$ cat src/rtl/mac_feeder_pkg.sv
// Shared types and latency constants for the MAC dot-product feeder.
// The latencies describe the memories and the MAC instance this block drives.
package mac_feeder_pkg;

  typedef enum logic [2:0] {
    S_IDLE    = 3'd0,
    S_ISSUE   = 3'd1,
    S_DRAIN   = 3'd2,
    S_LATCH   = 3'd3,
    S_CAPTURE = 3'd4,
    S_HOLD    = 3'd5
  } mac_state_e;

  localparam int MEM_RD_LAT  = 1;
  localparam int DRAIN_CYC   = 2;
  localparam int MAC_OUT_LAT = 1;

endpackage

$ cat src/rtl/mac_operand_pipe.sv
// Registered operand stage: aligns memory read data with the delayed read
// strobe and presents zeroed operands whenever the enable is low.
module mac_operand_pipe
  import mac_feeder_pkg::*;
#(
  parameter int I_W = 32
) (
  input  logic                  clk,
  input  logic                  rst,
  input  logic                  rd,
  input  logic signed [I_W-1:0] w_data,
  input  logic signed [I_W-1:0] x_data,
  output logic signed [I_W-1:0] mac_a,
  output logic signed [I_W-1:0] mac_b,
  output logic                  mac_en
);

  // Strobe delay line matching the memory read latency.
  logic [MEM_RD_LAT-1:0] rd_dly;
  logic                  data_vld;

  assign data_vld = rd_dly[MEM_RD_LAT-1];

  always_ff @(posedge clk) begin
    if (rst) begin
      rd_dly <= '0;
      mac_a  <= '0;
      mac_b  <= '0;
      mac_en <= 1'b0;
    end else begin
      rd_dly <= (rd_dly << 1) | MEM_RD_LAT'(rd);
      mac_a  <= data_vld ? w_data : '0;
      mac_b  <= data_vld ? x_data : '0;
      mac_en <= data_vld;
    end
  end

endmodule

$ cat src/rtl/mac_dot_feeder.sv
// Sequencer that streams one dot product from two memories into a MAC and
// returns the captured MAC result on a valid/ready port.
module mac_dot_feeder
  import mac_feeder_pkg::*;
#(
  parameter int I_W    = 32,
  parameter int ADDR_W = 10
) (
  input  logic                    clk,
  input  logic                    rst,
  input  logic                    start,
  input  logic [ADDR_W:0]         len,
  input  logic [ADDR_W-1:0]       w_base,
  input  logic [ADDR_W-1:0]       x_base,
  output logic                    w_rd,
  output logic                    x_rd,
  output logic [ADDR_W-1:0]       w_addr,
  output logic [ADDR_W-1:0]       x_addr,
  input  logic signed [I_W-1:0]   w_data,
  input  logic signed [I_W-1:0]   x_data,
  output logic                    mac_clr,
  output logic                    mac_en,
  output logic                    mac_out_en,
  output logic signed [I_W-1:0]   mac_A,
  output logic signed [I_W-1:0]   mac_B,
  input  logic signed [2*I_W+1:0] mac_Y,
  output logic signed [2*I_W+1:0] res_data,
  output logic                    res_valid,
  input  logic                    res_ready,
  output logic                    busy,
  output mac_state_e              dbg_state
);

  // Handshake: a result transfers on any rising edge where res_valid and
  // res_ready are both high; res_valid and res_data stay fixed until then.

  localparam int CW = ADDR_W + 1;
  localparam logic [CW-1:0] ONE = CW'(1);

  mac_state_e        state, state_d;
  logic [CW-1:0]     cnt;
  logic [CW-1:0]     len_q;
  logic [ADDR_W-1:0] w_base_q, x_base_q;
  logic              rd;

  always_ff @(posedge clk) begin
    if (rst) begin
      state    <= S_IDLE;
      cnt      <= '0;
      len_q    <= '0;
      w_base_q <= '0;
      x_base_q <= '0;
      res_data <= '0;
    end else begin
      state <= state_d;
      // One counter serves every timed state; it restarts on each transition.
      cnt   <= (state_d != state) ? '0 : cnt + ONE;
      if (state == S_IDLE && start) begin
        len_q    <= len;
        w_base_q <= w_base;
        x_base_q <= x_base;
      end
      if (state == S_CAPTURE) res_data <= mac_Y;
    end
  end

  always_comb begin
    state_d    = state;
    rd         = 1'b0;
    mac_clr    = 1'b0;
    mac_out_en = 1'b0;
    unique case (state)
      S_IDLE: begin
        if (start && len != '0) state_d = S_ISSUE;
      end
      S_ISSUE: begin
        rd      = 1'b1;
        mac_clr = (cnt == '0);
        if (cnt == len_q - ONE) state_d = S_DRAIN;
      end
      S_DRAIN: begin
        if (cnt == CW'(DRAIN_CYC - 1)) state_d = S_LATCH;
      end
      S_LATCH: begin
        mac_out_en = 1'b1;
        if (cnt == CW'(MAC_OUT_LAT - 1)) state_d = S_CAPTURE;
      end
      S_CAPTURE: begin
        state_d = S_HOLD;
      end
      S_HOLD: begin
        if (res_ready) state_d = S_IDLE;
      end
      default: begin
        state_d = S_IDLE;
      end
    endcase
  end

  // Addresses wrap naturally in ADDR_W bits.
  assign w_rd      = rd;
  assign x_rd      = rd;
  assign w_addr    = rd ? w_base_q + cnt[ADDR_W-1:0] : '0;
  assign x_addr    = rd ? x_base_q + cnt[ADDR_W-1:0] : '0;
  assign res_valid = (state == S_HOLD);
  assign busy      = (state != S_IDLE);
  assign dbg_state = state;

  mac_operand_pipe #(
    .I_W(I_W)
  ) u_pipe (
    .clk    (clk),
    .rst    (rst),
    .rd     (rd),
    .w_data (w_data),
    .x_data (x_data),
    .mac_a  (mac_A),
    .mac_b  (mac_B),
    .mac_en (mac_en)
  );

endmodule

$ cat config.mk
export PLATFORM = sky130hd
export DESIGN_NAME = mac_dot_feeder
export DESIGN_NICKNAME = d
export VERILOG_FILES = /design/src/rtl/mac_feeder_pkg.sv /design/src/rtl/mac_operand_pipe.sv /design/src/rtl/mac_dot_feeder.sv
export SDC_FILE = /design/constraint.sdc
export NUM_CORES = 1
export LEC_CHECK = 0
export BUFFER_PORTS_ARGS = -buffer_cell sky130_fd_sc_hd__buf_2
export CAP_MARGIN = 20
export CELL_PAD_IN_SITES_DETAIL_PLACEMENT = 1
export CELL_PAD_IN_SITES_GLOBAL_PLACEMENT = 1
export CORE_UTILIZATION = 33
export CTS_CLUSTER_SIZE = 40
export DETAILED_ROUTE_END_ITERATION = 7
export GPL_ROUTABILITY_DRIVEN = 0
export PLACE_DENSITY_LB_ADDON = 0.25
export SKIP_LAST_GASP = 1
export SLEW_MARGIN = 5
export SYNTH_ARGS = -nofsm -noshare
export SYNTH_HDL_FRONTEND = slang
export SYNTH_SLANG_ARGS = --single-unit
$ cat constraint.sdc
create_clock -name clk -period 3.3 [get_ports clk]
set_input_delay 0.495 -clock clk [delete_from_list [all_inputs] [get_ports clk]]
set_output_delay 0.495 -clock clk [all_outputs]
set_load 0.005 [all_outputs]
==> out/metrics.csv, run 1 <==
stage,metric,value,unit
cts,cts_buffer_depth,2,
sta,tightest_slew,0.972,ns
route,dr.pass1.iters,4,
floorplan,ios,325,
route,vias,6696,
finish,fin_nets,1307,
grt,grt_util_met1,24.4,%
sta,fin_skew,0.0160,ns
critical_path,crit_path_end,x_addr[8],
grt,grt_overflow,0,
route,ant_nets,0,
grt,global_route.peak_usage_layer,met2,
route,drtIter0Drc,191,
finish,regArea,3550,µm²
critical_path,endpoint_kind,output pin,
sta,min_period,3.14,ns
critical_path,cp_slowest_stage_delay,0.41,ns
pwr,switching_share,27.2,%
critical_path,crit_start,cnt[0]$_SDFF_PP0_,
placement,io_buffers,324,
cts,clkSinkCount,177,
critical_path,r2r_start,len_q[3]$_SDFFE_PP0P_,
grt,antenna_found_initial,3,
run_status,outcome,"complete, no violations",
critical_path,arrival,2.65,ns
critical_path,crit_path_top_delay_cell,fa_1,
synthesis,ys.flop_type,dfxtp_1,
synthesis,ys_warn_count,0,
finish,syn_to_final_growth,35.1,%
floorplan,fp.dieW,149,µm
floorplan,num_rows,53,
critical_path,critical_path_required,2.80,ns
synthesis,netlist.area_leader.share,49.9,%
route,drt-total-wl,23500,µm
cts,clkSlewWorstSetupHoldPaths,0.08,ns
sta,maxSlewViolCount,0,
grt,grt_pass1_wl,35500,µm
grt,met3_usage,6.20,%
critical_path,reg2regPathDepth,7,
cts,cts_tree,built,
grt,globalRouteMet2Util,35.9,%
cts,h-tree-depth,4,
critical_path,path_cells,ha_1 -> fa_1 -> a21o_1 -> a21oi_2 -> o21bai_1 -> a2111oi_2 -> o211ai_1 -> nand2_1 -> buf_2,
finish,multi_input_area,3340,µm²
synthesis,synth_cell_type_count,50,
floorplan,start_util,33.8,%
pwr,p_total,4.72,mW
min_path,hold_path_class,in -> reg,
critical_path,critPathLaunchType,flop,
grt,grt.total_usage,20.8,%
route,viasPerCell,4.76,
pwr,vdd_drop_max,327,µV
synthesis,synth_top_cells_by_area,"dfxtp_1 (50%), nand2_1 (11%), a21oi_1 (8.0%)",
critical_path,rrSetupSlack,0.77,ns
synthesis,ys_ff_latch,177,
grt,grt_max_degree,86,
floorplan,core_area,21000,µm²
pwr,power_density,492,nW/µm²
sta,whs,0.256,ns
cts,insertion_delay,0.43,ns
cts,cts-root-buf,clkbuf_16,
critical_path,critPathMaxFanout,8,
flow_run,cap_violations,0,
finish,finalInstanceArea,9580,µm²
critical_path,criticalPathCategory,reg -> out,
pwr,seq_power_share,47.4,%
pwr,p_switching,1.28,mW
critical_path,r2r-end,cnt[1]$_SDFF_PP0_,
sta,post-route-period-util,95.3,%
floorplan,fp.dieH,149,µm
synthesis,synth_enable_flop_cells,0,
pwr,power_frac_comb,10.2,%
pwr,internal_power,3.44,mW
synthesis,yosys.area.top_type,dfxtp_1,
grt,grt_pass1_vias,6641,
sta,rsz0062_at_grt,true,
pwr,p_clk_share,42.4,%
cts,cts_buffers,17,
pwr,p_leak,4.44,nW
finish,fill_cells,2607,
sta,setup_viol,0,
placement,hpwl,17500,µm
sta,slew_headroom,35.2,%
route,drc,0,
synthesis,netlist_instances,817,
finish,drive_gt1_share,35.0,%
cts,postCtsSetupRepairBufs,0,
sta,finalHoldViolations,0,
floorplan,dieArea,22100,µm²
synthesis,synthArstFlopShare,0,%
sta,max_freq,318,MHz
route,wl_per_cell,16.7,µm
synthesis,synth_seq_area_share,49.9,%
cts,postCtsHoldBufs,0,
synthesis,syn_avg_cell_area,8.68,µm²
synthesis,syn_area,7100,µm²
placement,place_area,8950,µm²
synthesis,synth_fp_nets,1006,
[kinds of logic after synthesis]
logic type	Yosys count	share of synthesized area, %
buffers and inverters	65	3.70
and+or+nand+nor	358	24.8
muxes	2	0.300
DFF	177	49.9
AOI/OAI and AO/OA	159	12.9
adders and majority gates	24	4.44
xor gates and xnor gates	32	3.95
[registers in the layout, indices dropped and copies added (netlist names)]
| name | cells |
|---|---|
| cnt | 11 |
| dbg_state | 3 |
| len_q | 11 |
| res_data | 66 |
| u_pipe.data_vld | 1 |
| u_pipe.mac_a | 32 |
| u_pipe.mac_b | 32 |
| u_pipe.mac_en | 1 |
| w_base_q | 10 |
| x_base_q | 10 |
[cell usage after synthesis (2+ instances only)]
cell type	number
a2111oi_0	4
a211oi_1	7
a21o_1	6
a21oi_1	113
a31oi_1	2
and2_1	71
and3_1	2
buf_1	4
buf_6	2
clkbuf_1	45
dfxtp_1	177
fa_1	2
ha_1	22
inv_1	13
nand2_1	205
nand2b_1	3
nand3_1	7
nand4_1	2
nor2_1	20
nor2b_1	3
nor3_1	7
nor3b_1	2
nor4_1	7
nor4_2	10
o211ai_1	4
o21a_1	3
o21ai_0	8
o21bai_1	5
or2_2	3
or3_1	7
or4_1	2
xnor2_1	20
xor2_1	12
[metrics by stage]
step | TNS, ns | utilization [%] | setup slack, ns | instances
6_report | 0 | 45.6 | 0.156 | 1407
5_1_grt | -0.0792 | 45.6 | -0.0412 | 1406
4_1_cts | 0 | 45.5 | 0.0274 | 1406
2_1_floorplan | 0 | - | 0.651 | 817
3_5_place_dp | 0 | 42.6 | 0.274 | 1374
3_3_place_gp | 0 | 42.6 | 0.326 | 1374
[what timing repair did]
| action | 4_1_cts | 5_1_grt |
|---|---|---|
| pin swaps | 0 | 2 |
| endpoints found under the setup margin | 4 | 4 |
| gates cloned | 0 | 0 |
| gates resized for setup | 9 | 6 |
[worst max-delay path, delay by kind of cell (launching register included)]
kind,cells,cell delay (ns)
AO/OA/AOI/OAI,5,1.00
adder cells (fa/ha/maj),2,0.65
flip-flops,1,0.37
buffers and inverters,1,0.11
AND/OR/NAND/NOR,1,0.09
[power groups by stage]
stage | sequential [mW] | clock, mW | combinational [mW]
after global routing | 2.25 | 2.16 | 0.534
final | 2.24 | 2.00 | 0.481
after floorplan | 2.27 | 0 | 0.267
after CTS | 2.24 | 2.07 | 0.484
after detailed placement | 2.29 | 0 | 0.480
after global placement | 2.28 | 0 | 0.473
[worst min path at each step]
stage / startpoint / to / depth (start not counted)
final: x_data[1] / u_pipe.mac_b[1]$_SDFF_PP0_ / 2
after global routing: w_data[27] / u_pipe.mac_a[27]$_SDFF_PP0_ / 2
after CTS: w_data[19] / u_pipe.mac_a[19]$_SDFF_PP0_ / 2
after floorplan: w_base_q[0]$_SDFFE_PP0P_ / w_base_q[0]$_SDFFE_PP0P_ / 2
after detailed placement: res_data[36]$_SDFFE_PP0N_ / res_data[36]$_SDFFE_PP0N_ / 2
after global placement: res_data[29]$_SDFFE_PP0N_ / res_data[29]$_SDFFE_PP0N_ / 2
[final cells by class]
type                            instances  share of cell area [%]
Inverter                               13                   0.509
Timing Repair Buffer                  334                    17.9
Multi-Input combinational cell        575                    34.8
Sequential cell                       177                    37.0
Clock buffer                           18                    4.48
Tap cell                              275                    3.59
Antenna cell                            1                  0.0261
Clock inverter                         14                    1.68
[routing by layer]
metal	vias up	part of all wire [%]
li1	3315	-
met4	2	2.1
met3	32	7.1
met5	-	0.043
met2	217	49
met1	3130	42
[cells in the final DEF, fill, tap and decap left out, types with 4 or more instances in the layout]
cell type	n
buf_2	323
nand2_1	205
dfxtp_1	175
a21oi_1	110
and2_1	71
ha_1	22
nor2_1	20
xnor2_1	20
clkbuf_16	17
inv_1	13
xor2_1	12
nor4_2	10
buf_4	10
a211oi_1	7
nor4_1	7
nand3_1	7
nor3_1	6
a21o_1	6
or3_1	6
o21ai_0	6
o21bai_1	5
a2111oi_2	4
o211ai_1	4
inv_8	4
Note: power is estimated with default switching activity, not from simulation.
==> run 2, diff against run 1 <==
--- a/config.mk
+++ b/config.mk
@@ -13,7 +13,7 @@
 export CTS_CLUSTER_SIZE = 40
 export DETAILED_ROUTE_END_ITERATION = 7
 export GPL_ROUTABILITY_DRIVEN = 0
-export PLACE_DENSITY_LB_ADDON = 0.25
+export PLACE_DENSITY = 0.77
 export SKIP_LAST_GASP = 1
 export SLEW_MARGIN = 5
 export SYNTH_ARGS = -nofsm -noshare
==> run 2 against run 1 <==
Against the previous run: wire length grew 4.0%; maximum frequency shrank 1.3%; sequential cell count is the same; via count is essentially flat; sequential power is essentially flat; non-clock buffer count shrank 1; critical path depth is the same; critical path type unchanged; critical endpoint is now w_addr[8]; highest routed layer unchanged.
==> out/metrics.csv, run 2 (synthesis results as in run 1) <==
stage,metric,value,unit
sta,fin_skew,0.0141,ns
grt,grt_pass1_vias,6986,
sta,post-route-period-util,96.5,%
run_status,outcome,"complete, no violations",
placement,hpwl,18500,µm
min_path,hold_path_class,in -> reg,
flow_run,cap_violations,0,
grt,grt_pass1_wl,36800,µm
critical_path,r2r_start,len_q[3]$_SDFFE_PP0P_,
floorplan,num_rows,53,
cts,cts_buffer_depth,2,
route,ant_nets,0,
route,wl_per_cell,17.4,µm
floorplan,core_area,21000,µm²
sta,rsz0062_at_grt,true,
route,vias,6698,
critical_path,reg2regPathDepth,7,
cts,clkSlewWorstSetupHoldPaths,0.08,ns
pwr,switching_share,27.4,%
cts,cts_tree,built,
cts,cts_buffers,17,
critical_path,criticalPathCategory,reg -> out,
critical_path,arrival,2.69,ns
finish,fin_nets,1306,
grt,grt_overflow,0,
critical_path,critPathLaunchType,flop,
cts,postCtsSetupRepairBufs,0,
finish,finalInstanceArea,9570,µm²
critical_path,critPathMaxFanout,8,
critical_path,crit_start,cnt[0]$_SDFF_PP0_,
route,drc,0,
sta,setup_viol,0,
finish,layout.cells.most_common,buf_2,
pwr,seq_power_share,47.3,%
pwr,vdd_drop_max,279,µV
floorplan,ios,325,
sta,min_period,3.18,ns
sta,max_freq,314,MHz
finish,drive_gt1_share,35.0,%
route,drt-total-wl,24400,µm
finish,reg_top3,"res_data x66, u_pipe.mac_a x32, u_pipe.mac_b x32",
route,drtIter0Drc,269,
sta,slew_headroom,52.2,%
pwr,p_leak,4.44,nW
finish,largest_register_ffs,66,
pwr,p_clk_share,42.5,%
finish,fin_util,45.5,%
floorplan,fp.dieH,149,µm
critical_path,r2r-end,cnt[1]$_SDFF_PP0_,
cts,cts-root-buf,clkbuf_16,
sta,finalHoldViolations,0,
sta,maxSlewViolCount,0,
placement,io_buffers,324,
finish,syn_to_final_growth,34.9,%
finish,layout.cells.most_common_list,"buf_2 (323), nand2_1 (205), dfxtp_1 (174)",
floorplan,start_util,33.8,%
grt,antenna_found_initial,3,
sta,tightest_slew,0.717,ns
grt,grt_max_degree,67,
grt,grt.total_usage,21.7,%
route,viasPerCell,4.77,
critical_path,crit_path_end,w_addr[8],
placement,place_area,8930,µm²
floorplan,dieArea,22100,µm²
cts,h-tree-depth,4,
pwr,p_switching,1.29,mW
critical_path,critical_path_required,2.80,ns
route,dr.pass1.iters,5,
pwr,power_frac_comb,10.2,%
critical_path,rrSetupSlack,0.77,ns
pwr,power_density,494,nW/µm²
cts,insertion_delay,0.43,ns
cts,clkSinkCount,177,
critical_path,endpoint_kind,output pin,
floorplan,fp.dieW,149,µm
finish,regMostFlops,res_data,
pwr,internal_power,3.44,mW
finish,diodes,0,
-- run 2: repair_timing --
item	4_1_cts	5_1_grt
gates resized for setup	6	10
hold buffers	0	0
pin swaps	0	2
endpoints found under the setup margin	4	4
-- run 2: cell type report --
type	instances	area, µm²
inverters	13	48.8
fillers	2631	11500
clock buffers	18	429
multi-input cells	575	3350
repair buffers	333	1690
well taps	275	344
clock inverters	14	161
flip-flops and latches	177	3550
-- run 2: power groups by stage --
stage | registers, mW | clock network, mW | logic, mW
6_report | 2.24 | 2.01 | 0.482
5_1_grt | 2.24 | 2.15 | 0.533
4_1_cts | 2.24 | 2.07 | 0.482
3_5_place_dp | 2.29 | 0 | 0.476
3_3_place_gp | 2.28 | 0 | 0.463
2_1_floorplan | 2.27 | 0 | 0.267
-- run 2: critical path: stages (launching register included) --
cell       delay (ns)
dfxtp_2          0.39
ha_1             0.25
fa_1             0.41
a21o_1           0.20
a21oi_2          0.19
o21bai_1         0.13
a2111oi_2        0.37
or4_1            0.17
nand2_1          0.04
buf_2            0.12
-- run 2: worst min-delay path by stage --
stage                                         start                     endpoint  slack [ns]  depth (start not counted)
after floorplan            w_base_q[0]$_SDFFE_PP0P_     w_base_q[0]$_SDFFE_PP0P_        0.44                          2
after global placement    res_data[50]$_SDFFE_PP0N_    res_data[50]$_SDFFE_PP0N_        0.44                          2
after detailed placement  res_data[45]$_SDFFE_PP0N_    res_data[45]$_SDFFE_PP0N_        0.45                          2
after CTS                                 x_data[3]   u_pipe.mac_b[3]$_SDFF_PP0_        0.24                          2
after global routing                     w_data[29]  u_pipe.mac_a[29]$_SDFF_PP0_        0.24                          2
final                                     x_data[3]   u_pipe.mac_b[3]$_SDFF_PP0_        0.26                          2
-- run 2: stage by stage --
step	setup TNS, ns	std cells	worst slack, ns	power [mW]	hold slack (ns)
2_1_floorplan	0	817	0.651	2.54	0.440
3_3_place_gp	0	1373	0.270	2.74	0.439
3_5_place_dp	0	1373	0.176	2.76	0.445
4_1_cts	-0.0514	1405	-0.0514	4.79	0.243
5_1_grt	-0.0159	1405	-0.0159	4.93	0.241
6_report	0	1405	0.115	4.73	0.260
-- run 2: metal layers --
metal / GRT usage [%] / up-vias / part of all wire, %
li1: - / 3306 / -
met1: 26.0 / 3168 / 42
met2: 37.3 / 198 / 49
met3: 7.15 / 22 / 7.8
met4: 5.46 / 4 / 0.99
met5: 0 / - / 0.10
==> run 3, diff against run 2 <==
--- a/config.mk
+++ b/config.mk
@@ -5,7 +5,7 @@
 export SDC_FILE = /design/constraint.sdc
 export NUM_CORES = 1
 export LEC_CHECK = 0
-export BUFFER_PORTS_ARGS = -buffer_cell sky130_fd_sc_hd__buf_2
+export BUFFER_PORTS_ARGS = -buffer_cell sky130_fd_sc_hd__buf_4
 export CAP_MARGIN = 20
 export CELL_PAD_IN_SITES_DETAIL_PLACEMENT = 1
 export CELL_PAD_IN_SITES_GLOBAL_PLACEMENT = 1
==> run 3 against run 2 <==
Against the previous run: hold slack lost 0.0026 ns; clock skew barely moved; sequential share of layout area fell by 2.9 points; core utilization rose by 3.9 points; clock power about the same; sequential power about the same; setup slack gained 0.0089 ns; critical path depth did not move; combinational power is 16% higher; power increased by 2.0%; largest power group unchanged; highest routed layer unchanged.
==> out/metrics.csv, run 3 (synthesis results as in run 1) <==
stage,metric,value,unit
cts,cts-root-buf,clkbuf_16,
finish,diodes,0,
cts,cts_tree,built,
pwr,power_density,465,nW/µm²
sta,slew_headroom,51.8,%
finish,fill_cells,2462,
grt,grt_pass1_wl,38200,µm
sta,setup_ws,0.124,ns
floorplan,num_rows,53,
placement,hpwl,19100,µm
grt,grt_max_degree,67,
finish,drive_gt1_share,35.0,%
cts,clkSlewWorstSetupHoldPaths,0.08,ns
finish,final_cells,1406,
critical_path,crit_path_top_delay_cell,fa_1,
placement,place_area,9740,µm²
critical_path,critical_path_required,2.80,ns
cts,postCtsHoldBufs,0,
placement,dp_cells,1374,
floorplan,start_util,33.8,%
sta,max_freq,315,MHz
finish,fin_util,49.4,%
flow_run,cap_violations,0,
pwr,p_leak,4.58,nW
critical_path,r2r-end,cnt[1]$_SDFF_PP0_,
floorplan,ios,325,
cts,cts_buffers,17,
grt,grt_pass1_vias,6984,
floorplan,fp.dieW,149,µm
cts,postCtsSetupRepairBufs,0,
critical_path,endpoint_kind,output pin,
cts,insertion_delay,0.43,ns
sta,fin_skew,0.0141,ns
sta,tightest_slew,0.723,ns
route,wl_per_cell,17.9,µm
cts,cts_buffer_depth,2,
min_path,min-delay-start,w_data[1],
critical_path,cp_slowest_stage_delay,0.40,ns
finish,finalInstanceArea,10400,µm²
placement,io_buffers,324,
critical_path,reg2regPathDepth,7,
sta,post-route-period-util,96.2,%
critical_path,criticalPathCategory,reg -> out,
cts,h-tree-depth,4,
grt,grt.total_usage,22.6,%
sta,setup_viol,0,
grt,grt_overflow,0,
finish,syn_to_final_growth,46.4,%
cts,clkSinkCount,177,
floorplan,fp.dieH,149,µm
route,ant_nets,0,
sta,rsz0062_at_grt,true,
critical_path,path_cells,ha_1 -> fa_1 -> a21o_1 -> a21oi_2 -> o21bai_2 -> a2111oi_4 -> or4_1 -> nand2_1 -> buf_4,
pwr,vdd_drop_max,292,µV
finish,layout.cells.most_common_list,"buf_4 (334), nand2_1 (205), dfxtp_1 (175)",
finish,reg_top3,"res_data x66, u_pipe.mac_a x32, u_pipe.mac_b x32",
floorplan,dieArea,22100,µm²
route,dr.pass1.iters,5,
critical_path,rrSetupSlack,0.79,ns
route,viasPerCell,4.80,
sta,min_period,3.18,ns
critical_path,r2r_start,len_q[3]$_SDFFE_PP0P_,
min_path,worstHoldPathCells,2,
run_status,outcome,"complete, no violations",
route,drt-total-wl,25200,µm
critical_path,arrival,2.68,ns
min_path,min_to,u_pipe.mac_a[1]$_SDFF_PP0_,
route,drtIter0Drc,190,
critical_path,critPathLaunchType,flop,
placement,post-place-ws,0.162,ns
route,drc,0,
grt,antenna_found_initial,1,
finish,largest_register_ffs,66,
finish,layout.cells.most_common,buf_4,
finish,regMostFlops,res_data,
sta,maxSlewViolCount,0,
floorplan,core_area,21000,µm²
critical_path,critPathMaxFanout,8,
route,vias,6743,
finish,fin_nets,1307,
min_path,hold_path_class,in -> reg,
sta,finalHoldViolations,0,
## run 3: cell count changes in the layout (fill, tap and decap cells not counted), sizes merged
cell,change
buf,+1
clkinvlp,-1
inv,+1
## run 3: worst max-delay path by stage
stage | from | to | slack [ns]
finish | cnt[0]$_SDFF_PP0_ | w_addr[8] | 0.12
global route | cnt[2]$_SDFF_PP0_ | w_addr[9] | -0.00005
CTS | cnt[0]$_SDFF_PP0_ | w_addr[8] | 0.01
detailed placement | cnt[0]$_SDFF_PP0_ | w_addr[8] | 0.16
global placement | cnt[0]$_SDFF_PP0_ | w_addr[8] | 0.25
floorplan | cnt[0]$_SDFF_PP0_ | w_addr[8] | 0.65
## run 3: worst max-delay path, delay by kind of cell, from the launching register on
family                   cells  cell delay (ns)
AND/OR/NAND/NOR              2             0.21
flip-flops                   1             0.39
adder cells (fa/ha/maj)      2             0.64
AO/OA/AOI/OAI                4             0.87
buffers and inverters        1             0.13
## run 3: what timing repair did
| item | in CTS | in global routing |
|---|---|---|
| gates resized for setup | 8 | 7 |
| endpoints found under the setup margin | 4 | 4 |
| cloned | 0 | 0 |
| pin swaps | 0 | 5 |
## run 3: layout make-up
cell class	count	area (µm²)	area share, %
Multi-Input combinational cell	575	3350	32.2
Clock inverter	14	160	1.54
Sequential cell	177	3550	34.2
Tap cell	275	344	3.31
Inverter	13	48.8	0.470
Clock buffer	18	429	4.13
Timing Repair Buffer	334	2510	24.1
## run 3: where the power goes
group / internal, mW / switching [mW] / leakage (nW) / total (mW)
Combinational: 0.300 / 0.258 / 2.86 / 0.558
Clock: 1.02 / 1.01 / 0.289 / 2.03
Sequential: 2.19 / 0.0460 / 1.44 / 2.24
## run 3: through the flow
stage | hold slack (ns) | setup TNS (ns) | total power [mW]
finish | 0.257 | 0 | 4.83
global route | 0.240 | -0.0000533 | 5.02
CTS | 0.241 | 0 | 4.87
detailed placement | 0.447 | 0 | 2.84
global placement | 0.442 | 0 | 2.83
floorplan | 0.440 | 0 | 2.54
## run 3: layer usage
layer | global-route usage [%] | part of all wire (%) | vias to the layer above
met4 | 7.01 | 1.9 | 2
met3 | 8.37 | 8.0 | 34
met2 | 37.6 | 48 | 199
met5 | 0 | 0.032 | -
li1 | - | - | 3312
met1 | 27.0 | 42 | 3196
